File: config.mk
export PLATFORM = sky130hd
export DESIGN_NAME = mem_port_arbiter
export DESIGN_NICKNAME = d
export VERILOG_FILES = /design/src/rtl/mem_port_arbiter.sv
export SDC_FILE = /design/constraint.sdc
export NUM_CORES = 1
export LEC_CHECK = 0
export BUFFER_PORTS_ARGS = -buffer_cell sky130_fd_sc_hd__buf_4
export CORE_AREA = 2 2 107 109
export DETAILED_ROUTE_END_ITERATION = 8
export DIE_AREA = 0 0 109 111
export PLACE_DENSITY = 0.65
export RECOVER_POWER = 25
export SLEW_MARGIN = 10
export SYNTH_ARGS = -nofsm -noshare
export SYNTH_HDL_FRONTEND = slang
export SYNTH_SLANG_ARGS = --single-unit
File: constraint.sdc
create_clock -name clk -period 1.9 [get_ports clk]
set_input_delay 0.285 -clock clk [delete_from_list [all_inputs] [get_ports clk]]
set_output_delay 0.285 -clock clk [all_outputs]
set_load 0.03 [all_outputs]
File: src/rtl/mem_port_arbiter.sv
// rtl/mem_port_arbiter.sv - single memory port shared between instruction fetch and data access
// MEM is served before IF in a stage; sticky done flags clear the edge after both are set.
module mem_port_arbiter #(
  parameter int ADDR_W = 32,
  parameter int DATA_W = 32
) (
  input  logic                clk,
  input  logic                rst,
  input  logic                if_req,
  input  logic [ADDR_W-1:0]   if_addr,
  output logic                IF_DONE,
  output logic [DATA_W-1:0]   IF_inst,
  input  logic                mem_req,
  input  logic                mem_we,
  input  logic [ADDR_W-1:0]   mem_addr,
  input  logic [DATA_W-1:0]   mem_wdata,
  input  logic [DATA_W/8-1:0] mem_wstrb,
  output logic                MEM_DONE,
  output logic [DATA_W-1:0]   mem_rdata,
  output logic                m_valid,
  input  logic                m_ready,
  output logic                m_we,
  output logic [ADDR_W-1:0]   m_addr,
  output logic [DATA_W-1:0]   m_wdata,
  output logic [DATA_W/8-1:0] m_wstrb,
  input  logic                m_rvalid,
  input  logic [DATA_W-1:0]   m_rdata
);

  typedef enum logic [2:0] {
    S_IDLE,
    S_REQ_MEM,
    S_WAIT_MEM,
    S_REQ_IF,
    S_WAIT_IF
  } state_t;

  state_t              r_state;
  state_t              w_next;
  logic                r_start;
  logic                r_if_done;
  logic                r_mem_done;
  logic [DATA_W-1:0]   r_if_inst;
  logic [DATA_W-1:0]   r_mem_rdata;
  logic                w_step;
  logic                w_stage_start;

  assign w_step        = r_if_done & r_mem_done;
  assign w_stage_start = (r_state == S_IDLE) & r_start;

  assign IF_DONE   = r_if_done;
  assign MEM_DONE  = r_mem_done;
  assign IF_inst   = r_if_inst;
  assign mem_rdata = r_mem_rdata;

  always_comb begin
    w_next = r_state;
    case (r_state)
      S_IDLE: begin
        if (w_stage_start) begin
          if (mem_req)     w_next = S_REQ_MEM;
          else if (if_req) w_next = S_REQ_IF;
        end
      end
      S_REQ_MEM:  if (m_ready) w_next = S_WAIT_MEM;
      // A fetch still pending goes straight out without an IDLE bubble
      S_WAIT_MEM: if (m_rvalid) w_next = r_if_done ? S_IDLE : S_REQ_IF;
      S_REQ_IF:   if (m_ready) w_next = S_WAIT_IF;
      S_WAIT_IF:  if (m_rvalid) w_next = S_IDLE;
      default:    w_next = S_IDLE;
    endcase
  end

  always_comb begin
    m_valid = 1'b0;
    m_we    = 1'b0;
    m_addr  = '0;
    m_wdata = '0;
    m_wstrb = '0;
    case (r_state)
      S_REQ_MEM: begin
        m_valid = 1'b1;
        m_we    = mem_we;
        m_addr  = mem_addr;
        m_wdata = mem_wdata;
        m_wstrb = mem_we ? mem_wstrb : '0;
      end
      S_REQ_IF: begin
        m_valid = 1'b1;
        m_addr  = if_addr;
      end
      default: ;
    endcase
  end

  always_ff @(posedge clk) begin
    if (rst) begin
      r_state     <= S_IDLE;
      r_start     <= 1'b1;
      r_if_done   <= 1'b0;
      r_mem_done  <= 1'b0;
      r_if_inst   <= '0;
      r_mem_rdata <= '0;
    end else begin
      r_state <= w_next;
      if (w_step) begin
        r_if_done  <= 1'b0;
        r_mem_done <= 1'b0;
        r_start    <= 1'b1;
      end else begin
        if (w_stage_start) begin
          r_start <= 1'b0;
          if (!mem_req) r_mem_done <= 1'b1;
          if (!if_req)  r_if_done  <= 1'b1;
        end
        if ((r_state == S_WAIT_MEM) && m_rvalid) begin
          r_mem_done <= 1'b1;
          if (!mem_we) r_mem_rdata <= m_rdata;
        end
        if ((r_state == S_WAIT_IF) && m_rvalid) begin
          r_if_done <= 1'b1;
          r_if_inst <= m_rdata;
        end
      end
    end
  end

endmodule

Word-level counts from Yosys, hierarchy flattened

Index checks and enable logic that the tools add are counted.

Bits of input ports: 139
RAM bits: 0
Output and inout bits: 136
Register bits: 70
Latch bits: 0
ROM bits: 0
Memories kept: 0

Reductions and logical operators: 12
Equal/unequal tests: 12
Add/sub/neg operators: 0
Shifts and indexed selects: 0
Divide/modulo/power cells: 0
Bitwise operators: 4
Multipliers: 0
Mux-type cells: 21
Order comparisons: 0

Operators by type and width:

| kind                                                                    | number |
|---|---|
| 32-bit case mux with 2 select lines                                     | 1 |
| 32-bit two-way mux                                                      | 1 |
| 3-bit two-way mux                                                       | 7 |
| 3-bit case mux with 5 select lines                                      | 1 |
| 2-bit inequality test, second input constant                            | 5 |
| 1-bit two-way mux                                                       | 8 |
| 4-bit two-way mux                                                       | 2 |
| 3-bit by 2-bit == test with 1-bit output, second input constant         | 2 |
| 2-bit AND reduction                                                     | 3 |
| 6-bit AND reduction                                                     | 1 |
| 2-bit by 1-bit inequality test with 1-bit output, second input constant | 2 |
| 2-bit nonzero test                                                      | 2 |
| 2-bit OR reduction                                                      | 2 |
| 3-bit by 1-bit == test with 1-bit output, second input constant         | 1 |
| 3-bit == test, second input constant                                    | 1 |
| 3-bit logical NOT                                                       | 1 |
| 3-bit inequality test, second input constant                            | 1 |
| 3-bit AND reduction                                                     | 1 |
| 1-bit AND                                                               | 2 |
| 1-bit logical AND                                                       | 2 |
| 2-bit two-way mux                                                       | 1 |
| 1-bit inverter                                                          | 2 |

Longest topological paths before layout

Word-level depth: 4
Depth in mapped cells: 7

Worst setup path before layout

OpenSTA, ideal clock, no wires.

Path kind: register -> output
Start point: register r_state[1]
End point: output port m_addr[12]
Required time: 1.615 ns
Arrival: 1.499 ns
Slack: 0.116 ns
Buffers on the path: 3
Cell stages (with the launch flop): 6
Cell sequence: dfxtp_1 > clkbuf_1 > buf_2 > buf_2 > mux2i_1 > nor2_1

Longest elaborated chain between the ends: 2
Elaborated cells between the ends (all ways): 3
Classes of those cells: eq/ne: 2; mux: 1

RTL lines:

| element                                                                                              | line | source |
|---|---|---|
| start: declaration                                                                                   | 38   | `state_t r_state;` |
| start signal: assignment                                                                             | 105  | `r_state <= w_next;` |
| 3-bit by 2-bit == test with 1-bit output or 3-bit by 1-bit == test with 1-bit output (tied branches) | 80   | `case (r_state)` |
| 32-bit case mux with 2 select lines *                                                                | 80   |  |
| end: declaration                                                                                     | 23   | `output logic [ADDR_W-1:0] m_addr,` |

Every way passes the cells marked *; elsewhere a longest branch is shown, timed or not.

Worst setup path in the final report

Start point: register r_state[2]
End point: output port m_wstrb[0]

Longest elaborated chain between the ends: 2

RTL lines:

| element                                  | line | source |
|---|---|---|
| 3-bit by 1-bit == test with 1-bit output | 80   |  |
| 4-bit two-way mux                        | 80   |  |
| end: declaration                         | 25   | `output logic [DATA_W/8-1:0] m_wstrb,` |

Every way passes these cells.

==> reports/metrics.yaml <==
layout:
  fill_cells: 1108
  antenna_cells: 0
  final_nets: 840
  drive_gt1_share_pct: 37.1
  design_area_um2: 5670
  utilization_pct: 51.2
  syn_to_final_growth_pct: 72.7
cts:
  cts_tree: "yes"
  cts.sinks: 70
  root_buffer: "clkbuf_16"
  cts_hold_buffers: 0
  cts_buffer_depth: 2
  clk-insertion-delay-late_ns: 0.32
  cts_buffers: 9
  cts_setup_buffers: 0
  clk_pin_slew_ns: 0.06
  htreeDepth: 3
detailed_routing:
  route.vias.total: 3853
  drc: 0
  wl_per_cell_um: 14.4
  drt_iter0_drc: 209
  totalWireLength_um: 12300
  routed_via_density: 4.54
  drtPass1Iterations: 4
  ant_nets: 0
synthesis:
  synth.yosys.warnings: 0
  synth_most_common_cell: "nand2_1"
  synth_nets: 576
  async_flop_share_pct: 0
  yosys-top-cells-count: "132 x nand2_1, 70 x dfxtp_1, 69 x a21oi_1"
  synth_ff_type: "dfxtp_1"
  avgSynthCellArea_um2: 7.51
  yosys-top-cells-area: "dfxtp_1 43%, nand2_1 15%, a21oi_1 11%"
  yosysUniqueCellTypes: 29
  syn-cell-area_um2: 3280
  yosysTopAreaCell: "dfxtp_1"
  ys_seq_elements: 70
  yosysSeqAreaShare_pct: 42.7
  syn_inst: 437
  synth-edff-count: 0
  synth_top_area_share_pct: 42.7
power:
  powerDensity_nw_per_um2: 1080
  p_leak_nw: 2.50
  total_power_w: 0.00613
  ir_drop_mv: 0.643
status:
  status: "finished, final reports clean"
global_routing:
  grt_pass1_wl_um: 18700
  grtUsageTotal_pct: 19.5
  antenna_found_initial: 0
  grt_pass1_vias: 3828
  grt_max_degree: 40
  grt.overflow.total: 0
min_path:
  hold_path_class: "input pin to register"
run:
  drv_cap: 0
sta:
  slew_headroom_pct: 72.3
  finalHoldViolCount: 0
  slew_viol_final: 0
  grt_setup_unrepaired: "false"
  setup-tns-final_ns: 0
  period_share_pct: 94.4
  setup_viol: 0
  holdWs_ns: 0.211
  finalClockSkew_ns: 0.00562
  fmax_mhz: 557
  min_period_ns: 1.79
  tightest_slew_ns: 0.418
worst_setup_path:
  cp.arrival_ns: 1.51
  worstPathRequired_ns: 1.62
  crit_type: "register to primary output"
  end_kind: "primary output"
  crit_fanout: 19
  cpMaxStageDelayCell: "dfxtp_2"
  slowest_delay_ns: 0.36
  path_cells: "nand2b_4 > nor2_4 > buf_12 > and3_1 > buf_4"
  startpoint_type: "register"
floorplan:
  pin_count: 275
  die_x_um: 109
  rows: 39
  die_y_um: 111
  core_area_um2: 11100
  initial_core_util_pct: 29.6
  die-area_um2: 12100
placement:
  placed_area_um2: 5460
  dp_hpwl_um: 9720
  io_buffers: 274
  place.gp.congestion: 0.774
where the power goes:
group	leakage (nW)	internal (W)	total, W	switching [W]
logic	1.77	0.00111	0.00266	0.00156
clock network	0.160	0.00119	0.00180	0.000614
registers	0.567	0.00156	0.00167	0.000105
total	2.50	0.00386	0.00613	0.00227
repair_timing:
action | 4_1_cts | 5_1_grt
setup endpoints to repair | 42 | 31
resized for setup | 5 | 5
gates cloned | 0 | 1
final timing paths:
path / start / end / slack (ns) / cells after the start
max: r_state[2] / m_wstrb[0] / 0.11 / 5
min: m_rdata[21] / IF_inst[21] / 0.21 / 3
max reg2reg: r_state[2] / mem_rdata[27] / 0.34 / 5
min reg2reg: IF_inst[15] / IF_inst[15] / 0.45 / 2
per-stage QoR:
stage                     setup WS [ns]  instances
final                             0.106        849
after CTS                        0.0335        848
after global placement            0.304        832
after global routing             0.0124        849
after floorplan                   0.116        437
after detailed placement          0.268        832
cells by family after synthesis:
family	after synthesis	synth area share (%)
simple gates	220	29.5
compound gates	77	12.2
flops	70	42.7
buf+inv	37	5.57
mux	33	10.1
critical path, delay by kind of cell (launching register included):
family	cells	cell delay, ns
flip-flops	1	0.36
AND/OR/NAND/NOR	3	0.50
buffers and inverters	2	0.32
cell usage in the layout, fill, tap and decap left out, types with 2 or more instances in the layout:
cell type	n
nand2b_1	2
dfxtp_1	67
buf_4	236
bufinv_16	2
and3_1	4
a21oi_1	69
mux2i_1	33
o21ai_0	3
clkbuf_1	48
nor2_1	37
and2_1	33
clkbuf_16	10
buf_12	2
inv_1	3
dfxtp_2	2
clkinv_4	2
nand2_1	132
registers in the layout, indices dropped and copies added (netlist names):
name	flops
IF_inst	32
mem_rdata	32
r_state	3
IF_DONE	1
MEM_DONE	1
r_start	1
routing by layer:
layer,global-route usage [%],share of wire [%],vias up
met5,0,0,-
met4,3.59,0.65,0
met3,5.00,6.7,7
met2,36.6,54,138
met1,21.8,39,1762
li1,-,-,1946
layout make-up:
cell class                 count  area [um2]  share of cell area [%]
inverter                       3        11.3                   0.199
multi-input combinational    330        1720                    30.3
clock buffer                  11         243                    4.28
tap                          143         179                    3.16
clock inverter                 5        82.6                    1.46
sequential                    70        1410                    24.8
timing repair buffer         287        2030                    35.8
Power figures use the tool's default switching activity.
